<file path="src/rtl/regfile_port_arbiter_pkg.sv">
// Shared types and constants for the regfile debug-port arbiter.
// Optional writeback bypass is selected by RF_WB_BYPASS_EN (see regfile_port_arbiter.sv).
package rf_arb_pkg;

  localparam int unsigned ADDR_W_DEF = 5;
  localparam int unsigned DATA_W_DEF = 32;
  localparam int unsigned ZERO_REG   = 0;

  typedef enum logic [0:0] {
    IDLE = 1'b0,
    RESP = 1'b1
  } arb_state_t;

  // Counter width able to hold 0..max; a zero max still needs one bit.
  function automatic int unsigned ctr_width(input int unsigned max);
    return (max > 0) ? $clog2(max + 1) : 1;
  endfunction

endpackage

</file>
<file path="src/rtl/regfile_port_arbiter_if.sv">
// Bus bundle between CPU decode, display sequencer, regfile and the arbiter.
// master = system side (requesters + regfile), slave = arbiter.
interface regfile_port_arbiter_if
  import rf_arb_pkg::*;
#(
  parameter int unsigned ADDR_W = ADDR_W_DEF,
  parameter int unsigned DATA_W = DATA_W_DEF
) ();

  logic              cpu_req;
  logic [ADDR_W-1:0] cpu_raddr;
  logic              cpu_stall;

  logic              dbg_req;
  logic [ADDR_W-1:0] dbg_raddr;
  logic              dbg_ack;
  logic              dbg_rvalid;
  logic              dbg_rready;
  logic [DATA_W-1:0] dbg_rdata;

  logic [ADDR_W-1:0] rf_raddr;
  logic [DATA_W-1:0] rf_rdata;
  logic              rf_we;
  logic [ADDR_W-1:0] rf_waddr;
  logic [DATA_W-1:0] rf_wdata;

  modport master (
    output cpu_req, cpu_raddr,
    output dbg_req, dbg_raddr, dbg_rready,
    output rf_rdata, rf_we, rf_waddr, rf_wdata,
    input  cpu_stall, dbg_ack, dbg_rvalid, dbg_rdata, rf_raddr
  );

  modport slave (
    input  cpu_req, cpu_raddr,
    input  dbg_req, dbg_raddr, dbg_rready,
    input  rf_rdata, rf_we, rf_waddr, rf_wdata,
    output cpu_stall, dbg_ack, dbg_rvalid, dbg_rdata, rf_raddr
  );

endinterface

</file>
<file path="src/rtl/regfile_port_arbiter_starve_ctr.sv">
// Saturating starvation counter for the debug requester; at_max flags a forced grant.
module rf_starve_ctr
  import rf_arb_pkg::*;
#(
  parameter int unsigned STARVE_MAX = 15
) (
  input  logic clk,
  input  logic rst_n,
  input  logic inc,
  input  logic clr,
  output logic at_max
);

  localparam int unsigned CW = ctr_width(STARVE_MAX);
  localparam logic [CW-1:0] MAX_V = CW'(STARVE_MAX);

  logic [CW-1:0] cnt;

  assign at_max = (cnt == MAX_V);

  always_ff @(posedge clk or negedge rst_n) begin
    if (!rst_n) begin
      cnt <= '0;
    end else if (clr) begin
      cnt <= '0;
    end else if (inc && !at_max) begin
      cnt <= cnt + 1'b1;
    end
  end

endmodule

</file>
<file path="src/rtl/regfile_port_arbiter.sv">
// Arbitrates the regfile debug read port between CPU decode and the display requester.
// Define RF_WB_BYPASS_EN to forward a same-cycle writeback into the debug response.
module regfile_port_arbiter
  import rf_arb_pkg::*;
#(
  parameter int unsigned ADDR_W     = ADDR_W_DEF,
  parameter int unsigned DATA_W     = DATA_W_DEF,
  parameter int unsigned STARVE_MAX = 15
) (
  input logic                   clk,
  input logic                   rst_n,
  regfile_port_arbiter_if.slave bus
);

  localparam logic [ADDR_W-1:0] ZERO_ADDR = ADDR_W'(ZERO_REG);

  arb_state_t        state, state_nxt;
  logic              grant;
  logic              at_max;
  logic              cnt_inc;
  logic              cnt_clr;
  logic              handshake;
  logic [DATA_W-1:0] rdata_q;
  logic [DATA_W-1:0] capture;

  always_comb begin
    grant     = (state == IDLE) && bus.dbg_req && (!bus.cpu_req || at_max);
    handshake = (state == RESP) && bus.dbg_rready;
    cnt_inc   = (state == IDLE) && bus.dbg_req && !grant;
    cnt_clr   = grant || !bus.dbg_req;
  end

  assign bus.dbg_ack    = grant;
  assign bus.cpu_stall  = grant && bus.cpu_req;
  assign bus.rf_raddr   = grant ? bus.dbg_raddr : bus.cpu_raddr;
  assign bus.dbg_rvalid = (state == RESP);
  assign bus.dbg_rdata  = rdata_q;

  rf_starve_ctr #(
    .STARVE_MAX (STARVE_MAX)
  ) u_starve_ctr (
    .clk    (clk),
    .rst_n  (rst_n),
    .inc    (cnt_inc),
    .clr    (cnt_clr),
    .at_max (at_max)
  );

`ifdef RF_WB_BYPASS_EN
  always_comb begin
    capture = bus.rf_rdata;
    if (bus.dbg_raddr == ZERO_ADDR) begin
      capture = '0;
    end else if (bus.rf_we && (bus.rf_waddr == bus.dbg_raddr)) begin
      capture = bus.rf_wdata;
    end
  end
`else
  // Writeback snoop ports are part of the bus but carry no meaning here.
  logic unused_wb;
  assign unused_wb = ^{bus.rf_we, bus.rf_waddr, bus.rf_wdata};

  always_comb begin
    capture = bus.rf_rdata;
    if (bus.dbg_raddr == ZERO_ADDR) begin
      capture = '0;
    end
  end
`endif

  always_comb begin
    state_nxt = state;
    case (state)
      IDLE:    if (grant)     state_nxt = RESP;
      RESP:    if (handshake) state_nxt = IDLE;
      default:                state_nxt = IDLE;
    endcase
  end

  always_ff @(posedge clk or negedge rst_n) begin
    if (!rst_n) begin
      state <= IDLE;
    end else begin
      state <= state_nxt;
    end
  end

  // Only written on grant, so the value persists after the handshake.
  always_ff @(posedge clk or negedge rst_n) begin
    if (!rst_n) begin
      rdata_q <= '0;
    end else if (grant) begin
      rdata_q <= capture;
    end
  end

endmodule

</file>
<file path="src/flat_wrapper.sv">
// flat-port wrapper written by rule: the top's interface ports become plain ports
module regfile_port_arbiter_flat import rf_arb_pkg::*;
#(
  parameter int unsigned ADDR_W     = ADDR_W_DEF,
  parameter int unsigned DATA_W     = DATA_W_DEF,
  parameter int unsigned STARVE_MAX = 15
)
  (clk, rst_n, bus_cpu_req, bus_cpu_raddr, bus_dbg_req, bus_dbg_raddr, bus_dbg_rready, bus_rf_rdata, bus_rf_we, bus_rf_waddr, bus_rf_wdata, bus_cpu_stall, bus_dbg_ack, bus_dbg_rvalid, bus_dbg_rdata, bus_rf_raddr);
  regfile_port_arbiter_if #(.ADDR_W(ADDR_W), .DATA_W(DATA_W)) bus_i ();
  input logic clk;
  input logic rst_n;
  input wire logic [$bits(bus_i.cpu_req)-1:0] bus_cpu_req;
  input wire logic [$bits(bus_i.cpu_raddr)-1:0] bus_cpu_raddr;
  input wire logic [$bits(bus_i.dbg_req)-1:0] bus_dbg_req;
  input wire logic [$bits(bus_i.dbg_raddr)-1:0] bus_dbg_raddr;
  input wire logic [$bits(bus_i.dbg_rready)-1:0] bus_dbg_rready;
  input wire logic [$bits(bus_i.rf_rdata)-1:0] bus_rf_rdata;
  input wire logic [$bits(bus_i.rf_we)-1:0] bus_rf_we;
  input wire logic [$bits(bus_i.rf_waddr)-1:0] bus_rf_waddr;
  input wire logic [$bits(bus_i.rf_wdata)-1:0] bus_rf_wdata;
  output wire logic [$bits(bus_i.cpu_stall)-1:0] bus_cpu_stall;
  output wire logic [$bits(bus_i.dbg_ack)-1:0] bus_dbg_ack;
  output wire logic [$bits(bus_i.dbg_rvalid)-1:0] bus_dbg_rvalid;
  output wire logic [$bits(bus_i.dbg_rdata)-1:0] bus_dbg_rdata;
  output wire logic [$bits(bus_i.rf_raddr)-1:0] bus_rf_raddr;
  assign bus_i.cpu_req = bus_cpu_req;
  assign bus_i.cpu_raddr = bus_cpu_raddr;
  assign bus_i.dbg_req = bus_dbg_req;
  assign bus_i.dbg_raddr = bus_dbg_raddr;
  assign bus_i.dbg_rready = bus_dbg_rready;
  assign bus_i.rf_rdata = bus_rf_rdata;
  assign bus_i.rf_we = bus_rf_we;
  assign bus_i.rf_waddr = bus_rf_waddr;
  assign bus_i.rf_wdata = bus_rf_wdata;
  assign bus_cpu_stall = bus_i.cpu_stall;
  assign bus_dbg_ack = bus_i.dbg_ack;
  assign bus_dbg_rvalid = bus_i.dbg_rvalid;
  assign bus_dbg_rdata = bus_i.dbg_rdata;
  assign bus_rf_raddr = bus_i.rf_raddr;
  regfile_port_arbiter #(.ADDR_W(ADDR_W), .DATA_W(DATA_W), .STARVE_MAX(STARVE_MAX)) u_core (.clk(clk), .rst_n(rst_n), .bus(bus_i));
endmodule
</file>
<file path="config.mk">
export PLATFORM = sky130hd
export DESIGN_NAME = regfile_port_arbiter_flat
export DESIGN_NICKNAME = d
export VERILOG_FILES = /design/src/rtl/regfile_port_arbiter_pkg.sv /design/src/rtl/regfile_port_arbiter_if.sv /design/src/rtl/regfile_port_arbiter_starve_ctr.sv /design/src/rtl/regfile_port_arbiter.sv /design/src/flat_wrapper.sv
export SDC_FILE = /design/constraint.sdc
export NUM_CORES = 1
export LEC_CHECK = 0
export BUFFER_PORTS_ARGS = -buffer_cell sky130_fd_sc_hd__buf_2
export CORE_ASPECT_RATIO = 0.75
export CORE_MARGIN = 8
export CORE_UTILIZATION = 40
export DETAILED_ROUTE_END_ITERATION = 16
export GPL_TIMING_DRIVEN = 0
export PLACE_DENSITY = 0.88
export SLEW_MARGIN = 10
export SYNTH_ARGS = -nofsm -noshare
export SYNTH_HDL_FRONTEND = slang
export SYNTH_HIERARCHICAL = 1
export SYNTH_SLANG_ARGS = --single-unit
</file>
<file path="constraint.sdc">
create_clock -name clk -period 2.6 [get_ports clk]
set_input_delay 0.26 -clock clk [delete_from_list [all_inputs] [get_ports clk]]
set_output_delay 0.26 -clock clk [all_outputs]
set_load 0.005 [all_outputs]
</file>
# Word-level counts from Yosys, hierarchy flattened
# Cells that the tools add are included.
[word_totals]
mem_bits_ro = 0
register_bits = 37
mem_count = 0
mem_bits_rw = 0
inputBits = 85
latch_bits = 0
[op_classes]
shifts = 0
multipliers = 0
reduce_logical = 14
eq_ne = 1
div_mod_pow = 0
n_bitwise = 1
n_lt_le_gt_ge = 0
muxes = 7
addsub = 1
[op_table]
columns = ["cell", "n"]
rows = [
  ["$mux W32", 1],
  ["$mux W4", 2],
  ["$logic_and A1 B1 Y1", 6],
  ["$logic_not A5 Y1", 1],
  ["$mux W5", 1],
  ["$add A4 B1 Y4 const B", 1],
  ["$eq A4 B4 Y1 const B", 1],
  ["$logic_not A1 Y1", 4],
  ["$logic_or A1 B1 Y1", 2],
  ["$mux W1", 2],
  ["$pmux W1 S2", 1],
  ["$reduce_bool A2 Y1", 1],
  ["$not A1 Y1", 1],
]

# Logic depth before layout (Yosys ltp)
# Gate-level depths: netlist of run 1.
[logic_depth]
depth_word = 8
mapped_depth = 10
ltp_nobuf = 7

# By module
# The synthesis of run 1 kept the hierarchy.
[modules_own_cells]
columns = ["mod", "n_inst", "area_per_inst_um2", "cells_per_inst", "seq_area_each_um2"]
rows = [
  ["regfile_port_arbiter", 1, 1510.2, 128, 825.8],
  ["rf_starve_ctr", 1, 229.0, 20, 100.1],
]

# Worst setup path before layout of run 1
# No wires, ideal clock.
[synth_timing]
path_type = "flip-flop to flip-flop"
from = "register u_core.u_starve_ctr.cnt[0]"
to = "register u_core.u_starve_ctr.cnt[1]"
stages_incl_launch_ff = 11
arrival_ps = 1846
setup_slack_ps = 674
t_required_ps = 2521
synth_period_minus_slack_ps = 1926
path_cell_list = "dfrtp_1 -> ha_1 -> and3_4 -> nand2b_1 -> buf_2 -> nand2_1 -> buf_2 -> buf_2 -> nand2_1 -> nand2b_1 -> mux2i_1"
[synth_lines]
columns = ["element", "line_no", "text"]
rows = [
  ["start: declaration", "regfile_port_arbiter_starve_ctr.sv:17", "logic [CW-1:0] cnt;"],
  ["start signal: assignment", "regfile_port_arbiter_starve_ctr.sv:27", "cnt <= cnt + 1'b1;"],
  ["$eq A4 B4 Y1 *", "regfile_port_arbiter_starve_ctr.sv:19", "assign at_max = (cnt == MAX_V);"],
  ["via u_core.at_max", "regfile_port_arbiter.sv:19", "logic at_max;"],
  ["$logic_or A1 B1 Y1 *", "regfile_port_arbiter.sv:27", "grant = (state == IDLE) && bus.dbg_req && (!bus.cpu_req || at_max);"],
  ["$logic_and A1 B1 Y1 *", "regfile_port_arbiter.sv:27", ""],
  ["$logic_or A1 B1 Y1 *", "regfile_port_arbiter.sv:30", "cnt_clr = grant || !bus.dbg_req;"],
  ["via u_core.cnt_clr", "regfile_port_arbiter.sv:21", "logic cnt_clr;"],
  ["$mux W4 or $reduce_bool A2 Y1 (tied branches)", "n/a", ""],
]
# The timed path passes the listed nets; every way through them passes the cells marked *. The select of a mux whose other input is x is not followed.
# A chain may end at the register's enable or synchronous reset.

# Final worst setup path of run 1
[layout_timing]
from = "register u_core.u_starve_ctr.cnt[0]"
to = "output bus_rf_raddr[1]"
[layout_between]
elab_chain_len = 4
[layout_lines]
columns = ["element", "line_no", "text"]
rows = [
  ["$eq A4 B4 Y1", "regfile_port_arbiter_starve_ctr.sv:19", ""],
  ["via u_core.at_max", "regfile_port_arbiter.sv:19", ""],
  ["$logic_or A1 B1 Y1", "regfile_port_arbiter.sv:27", ""],
  ["$logic_and A1 B1 Y1", "regfile_port_arbiter.sv:27", ""],
  ["$mux W5", "regfile_port_arbiter.sv:35", "assign bus.rf_raddr = grant ? bus.dbg_raddr : bus.cpu_raddr;"],
  ["end: declaration", "flat_wrapper.sv:25", "output wire logic [$bits(bus_i.rf_raddr)-1:0] bus_rf_raddr;"],
]
# The timed path passes the listed nets, and every way through them passes these cells.

==> flow_metrics.tcl, run 1 <==
set metrics [dict create \
    status "complete, no violations" \
    holdBufCountCts 0 \
    gp_congestion 0.769 \
    synth_top_family_by_area "compound AO/OA/AOI/OAI gates" \
    cts_tree "built" \
    final_cell_mix "buf_2, dfrtp_1, nand3_1" \
    grt_pass1_vias 1722 \
    drc 0 \
    grt-busiest-layer "met2" \
    critPathKind "flip-flop to output port" \
    rsz0062_at_grt "false" \
    use_met3_pct 5.86 \
    grtUsageMet1_pct 17.3 \
    mostFrequentLayoutCell "buf_2" \
    synth-xor-area-share_pct 0 \
    final_hold_viol_count 0 \
    setup_viol_count_final 0 \
    synth_compound_area_share_pct 19.1 \
    worstPathArrival_ns 2.16 \
    critPathRequiredTime_ns 2.34 \
    ant_nets 0 \
    core_um2 4100 \
    ys_seq_elements 37 \
    die_area_um2 6740 \
    syn_nets 234 \
    worstSetupStartpointType "flip-flop" \
    grt_max_degree 38 \
    hp-class "input pin to async pin" \
    ys_types 28 \
    drive_above_1_share_pct 49.2 \
    finalCritPeriodShare_pct 93.0 \
    p_leak_nw 1.13 \
    maxCapViolCount 0 \
    start_util_pct 42.4 \
    totalNegativeSetupSlack_ns 0 \
    clkTransAtPathRegs_ns 0.08 \
    final_nets 327 \
    ioPinCount 125 \
    synthSimpleGateAreaFrac_pct 16.8 \
    post-cts-setup-buffers 0 \
    grt_pass1_wl_um 8240 \
    synth_warnings 6 \
    timing.slew.headroom_pct 48.3 \
    maxSlewViolCount 0 \
    peakVddDrop_uv 348 \
    syn_to_final_growth_pct 34.9 \
    vias_per_cell 5.24 \
    clockBufferDepth 2 \
    r2r_slack_ns 0.39 \
    dp.cells 289 \
    hpwlAfterDp_um 3660 \
    syn_avg_cell_area_um2 11.8 \
    max_clock_freq_mhz 413 \
    yosysSeqAreaShare_pct 53.2 \
    grtUsageMet2_pct 25.2 \
    grt_usage_pct 15.0 \
    min_period_ns 2.42 \
    first_pass_iters 6 \
    cp_max_fo 10 \
    clkSinkCount 37 \
    io_buffers 86 \
    rows 20 \
    syn-cell-area_um2 1740 \
    numCtsBuffers 5 \
    n_fill_cell 374 \
    antenna_found_initial 0 \
    power.density_nw_per_um2 649 \
    synthCells 148 \
    vias 1556 \
    wl_um 4830 \
    synth_mux_area_share_pct 4.68 \
    fin_ws_ns 0.182 \
    htree_levels 2 \
    drt-wirelength-per-cell_um 16.3 \
    worstSkewPairLatency_ns 0.29 \
    dp_worst_setup_slack_ns 0.332 \
    yosysTopAreaCell "dfrtp_1" \
    synth-adder-area-share_pct 0.719 \
    worst_pin_slew_ns 0.775 \
    overflow 0 \
    endpoint_kind "output port" \
    yosys.area.top_type_share_pct 53.2 \
    drt_iter0_drc 37 \
    die_x_um 92.1 \
    die_h_um 73.1 \
    synthTopCellsByArea "dfrtp_1, o2bb2ai_1, nand3_1, o2bb2ai_2, mux2_2" \
    finalClockSkew_ns 0.00713 \
    clockRootBuffer "clkbuf_8" \
    n_antenna_cell 0 \
    layout.cells.non_filler 297 \
]
synthesized netlist by cell type:
master,n
a21oi_1,2
and3_1,1
and3_4,1
and4b_2,1
buf_2,5
buf_4,1
buf_6,3
clkbuf_1,6
dfrtp_1,37
ha_1,1
inv_1,2
mux2_2,5
mux2_4,1
mux2i_1,1
nand2_1,2
nand2b_1,3
nand3_1,32
nand4_1,1
nor2_1,1
nor2_4,1
nor2b_1,3
nor2b_4,1
nor3_1,1
o21ai_0,2
o2bb2ai_1,27
o2bb2ai_2,5
or2_0,1
or4_4,1
registers in the layout, indices dropped and copies added, names as in the netlist:
name and flops:
u_core/bus.dbg_rvalid 1, u_core/u_starve_ctr/cnt 4, u_core/bus.dbg_rdata 32
logic make-up after synthesis:
logic type / Yosys count
multiplexers: 7
AO/OA/AOI/OAI: 36
flip-flops: 37
AND/OR/NAND/NOR: 50
buffers and inverters: 17
adder cells (fa/ha/maj): 1
metrics by stage:
stage               area (um^2)  hold slack [ns]  total power, mW  util (%)
finish                     2350           0.0461             1.52      57.2
global route               2350            0.116             1.62      57.2
floorplan                  1740          -0.0356            0.900         -
global placement           2240            0.388             1.08      54.5
CTS                        2340           0.0663             1.55      57.1
detailed placement         2240            0.385             1.10      54.5
where the power goes:
part / switching [mW] / internal (mW) / total [mW]
registers: 0.0548 / 0.674 / 0.729
clock network: 0.200 / 0.245 / 0.444
logic: 0.159 / 0.190 / 0.349
path summary, 6_finish.rpt:
| path | cells past startpoint | to | start |
|---|---|---|---|
| worst max register to register | 10 | u_core/u_starve_ctr/cnt[0]$_DFFE_PN0P_ | u_core/u_starve_ctr/cnt[0]$_DFFE_PN0P_ |
| worst min-delay path | 1 | u_core/bus.dbg_rdata[3]$_DFFE_PN0P_ | rst_n |
| max in group asynchronous | 1 | u_core/u_starve_ctr/cnt[3]$_DFFE_PN0P_ | rst_n |
| worst min register to register | 1 | u_core/bus.dbg_rdata[11]$_DFFE_PN0P_ | u_core/bus.dbg_rdata[11]$_DFFE_PN0P_ |
| min in group clk | 2 | u_core/bus.dbg_rvalid$_DFF_PN0_ | bus_dbg_rready |
| worst max-delay path | 8 | bus_rf_raddr[1] | u_core/u_starve_ctr/cnt[0]$_DFFE_PN0P_ |
layout make-up:
cell class,count,area (um^2),area share [%]
inverters,2,7.51,0.320
clock buffers,7,96.3,4.11
flip-flops and latches,37,926,39.5
plain buffers,15,91.3,3.89
clock inverters,1,8.76,0.373
well taps,55,68.8,2.93
multi-input cells,94,717,30.6
repair buffers,86,430,18.3
routing by layer:
metal	routed length [um]	up-vias	share of wire (%)
li1	-	739	-
met1	2090	746	43
met2	2280	66	47
met3	425	5	8.8
met4	38	0	0.79
met5	0	-	0
critical path, cell delays in order, from the launching register on:
cell,delay (ns)
dfrtp_1,0.40
ha_1,0.24
and3_4,0.18
nand2b_1,0.13
buf_2,0.16
nand2_1,0.10
buf_4,0.19
mux2_2,0.35
buf_2,0.13
timing repair:
action | 4_1_cts | 5_1_grt
endpoints found under the hold margin | 0 | 0
endpoints found under the setup margin | 0 | 3
gates resized for setup | 0 | 2
(Power assumes the default switching activity.)
==> run 2, diff against run 1 <==
--- a/config.mk
+++ b/config.mk
@@ -12,6 +12,7 @@
 export DETAILED_ROUTE_END_ITERATION = 16
 export GPL_TIMING_DRIVEN = 0
 export PLACE_DENSITY = 0.88
+export REMOVE_ABC_BUFFERS = 1
 export SLEW_MARGIN = 10
 export SYNTH_ARGS = -nofsm -noshare
 export SYNTH_HDL_FRONTEND = slang
==> run 2 against run 1 <==
Compared with the run above:
- cell count down 3.7%
- clock power down 14%
- design area fell by 1.7%
- clock skew fell by 0.00071 ns
- power is 3.9% lower
- sequential share of layout area increased by 0.66 points
- critical path depth decreased by 3
- worst hold slack improved by 0.023 ns
- flip-flop and latch count unchanged
- highest routed layer unchanged
==> flow_metrics.tcl, run 2 (same netlist as run 1, synthesis figures left out) <==
set metrics [dict create \
    status "complete, no violations" \
    worst_pin_slew_ns 0.848 \
    setup_viol_count_final 0 \
    min_period_ns 2.45 \
    clockRootBuffer "clkbuf_8" \
    timing.slew.headroom_pct 43.2 \
    gp_congestion 0.701 \
    critical_path.cell_chain "nor2b_4 -> nand2_8 -> inv_1 -> mux2_2 -> buf_2" \
    clkSinkCount 37 \
    worst_path_max_delay_cell "nor2b_4" \
    maxSlewViolCount 0 \
    total_power_mw 1.46 \
    wl_um 4890 \
    clkTransAtPathRegs_ns 0.07 \
    cp_max_fo 38 \
    htree_levels 2 \
    final_nets 317 \
    crit_path_start "u_core/bus.dbg_rvalid$_DFF_PN0_" \
    endpoint_kind "output port" \
    p_sw_share_pct 26.7 \
    antenna_found_initial 0 \
    die_h_um 73.1 \
    power.density_nw_per_um2 634 \
    grt_max_degree 39 \
    totalNegativeSetupSlack_ns 0 \
    die_x_um 92.1 \
    critPathKind "flip-flop to output port" \
    final_util_pct 56.2 \
    drt-wirelength-per-cell_um 17.1 \
    hp-class "input pin to async pin" \
    worstSetupStartpointType "flip-flop" \
    largest_reg_flops 32 \
    p_leak_nw 1.10 \
    mostFrequentLayoutCell "buf_2" \
    n_antenna_cell 0 \
    overflow 0 \
    ioPinCount 125 \
    grt_pass1_vias 1562 \
    placed_area_um2 2160 \
    dp.cells 274 \
    drc 0 \
    cpPeakStageDelay_ns 0.49 \
    timing.rr.start "u_core/u_starve_ctr/cnt[0]$_DFFE_PN0P_" \
    drt_iter0_drc 53 \
    grt_usage_pct 14.4 \
    die_area_um2 6740 \
    finalCritPeriodShare_pct 94.2 \
    final-seq-area_um2 926 \
    p_seq_share_pct 50.1 \
    maxCapViolCount 0 \
    syn_to_final_growth_pct 32.7 \
    ant_nets 0 \
    crit_buf_inv 2 \
    start_util_pct 42.4 \
    peakVddDrop_uv 396 \
    fin_ws_ns 0.152 \
    p_sw_mw 0.391 \
    p_clk_share_pct 26.0 \
    crit_family "simple AND/OR/NAND/NOR gates" \
    core_um2 4100 \
    finalInstanceArea_um2 2310 \
    finalClockSkew_ns 0.00642 \
    clockBufferDepth 2 \
    io_buffers 86 \
    drive_above_1_share_pct 50.2 \
    grt_pass1_wl_um 7780 \
    rows 20 \
    comb_power_share_pct 24.0 \
    multiInputGateArea_um2 766 \
    n_fill_cell 361 \
    vias 1530 \
    holdBufCountCts 0 \
    final_hold_viol_count 0 \
    layout.cells.non_filler 286 \
    intPower_mw 1.07 \
    max_clock_freq_mhz 408 \
    first_pass_iters 4 \
    numCtsBuffers 5 \
    worstSkewPairLatency_ns 0.27 \
    cts_tree "built" \
    critPathRequiredTime_ns 2.34 \
    dp_worst_setup_slack_ns -1.14 \
    worst_hold_slack_ns 0.0687 \
    hpwlAfterDp_um 3120 \
    rsz0062_at_grt "false" \
    worstPathArrival_ns 2.19 \
    final_cell_mix "buf_2, dfrtp_1, nand3_1" \
    vias_per_cell 5.35 \
]
## run 2: path summary, 6_finish.rpt
path | to | slack (ns) | depth (start not counted)
worst max-delay path | bus_rf_raddr[3] | 0.15 | 5
worst min-delay path | u_core/bus.dbg_rdata[3]$_DFFE_PN0P_ | 0.07 | 1
worst max register to register | u_core/u_starve_ctr/cnt[0]$_DFFE_PN0P_ | 0.52 | 7
worst min register to register | u_core/bus.dbg_rdata[31]$_DFFE_PN0P_ | 0.49 | 1
max in group asynchronous | u_core/bus.dbg_rdata[21]$_DFFE_PN0P_ | 2.04 | 1
min in group clk | u_core/bus.dbg_rvalid$_DFF_PN0_ | 0.16 | 2
## run 2: area by class of cell
class                           count  share of cell area, %
Tap cell                           55                   2.98
Sequential cell                    37                   40.1
Multi-Input combinational cell     96                   33.2
Inverter                            2                  0.325
Timing Repair Buffer               89                   19.6
Clock buffer                        7                   3.74
## run 2: repair_timing
item                                    CTS  global route
pin swaps                                 0             1
hold endpoints to repair                  0             0
gates resized for setup                   4             0
setup buffers                             0             3
endpoints found under the setup margin   43             2
gates cloned                              2             0
## run 2: power groups by stage
stage	logic [mW]	clock network, mW	registers [mW]
2_1_floorplan	0.142	0	0.747
3_3_place_gp	0.335	0	0.736
3_5_place_dp	0.346	0	0.737
4_1_cts	0.356	0.403	0.731
5_1_grt	0.386	0.422	0.744
6_report	0.350	0.380	0.732
## run 2: metal layers
metal / GRT usage, % / wire, um / vias up / part of all wire, %
met1: 17.4 / 2290 / 734 / 47
met3: 5.65 / 397 / 4 / 8.1
li1: - / - / 729 / -
met2: 23.7 / 2180 / 63 / 45
met5: 0 / 0 / - / 0
met4: 3.20 / 22 / 0 / 0.45
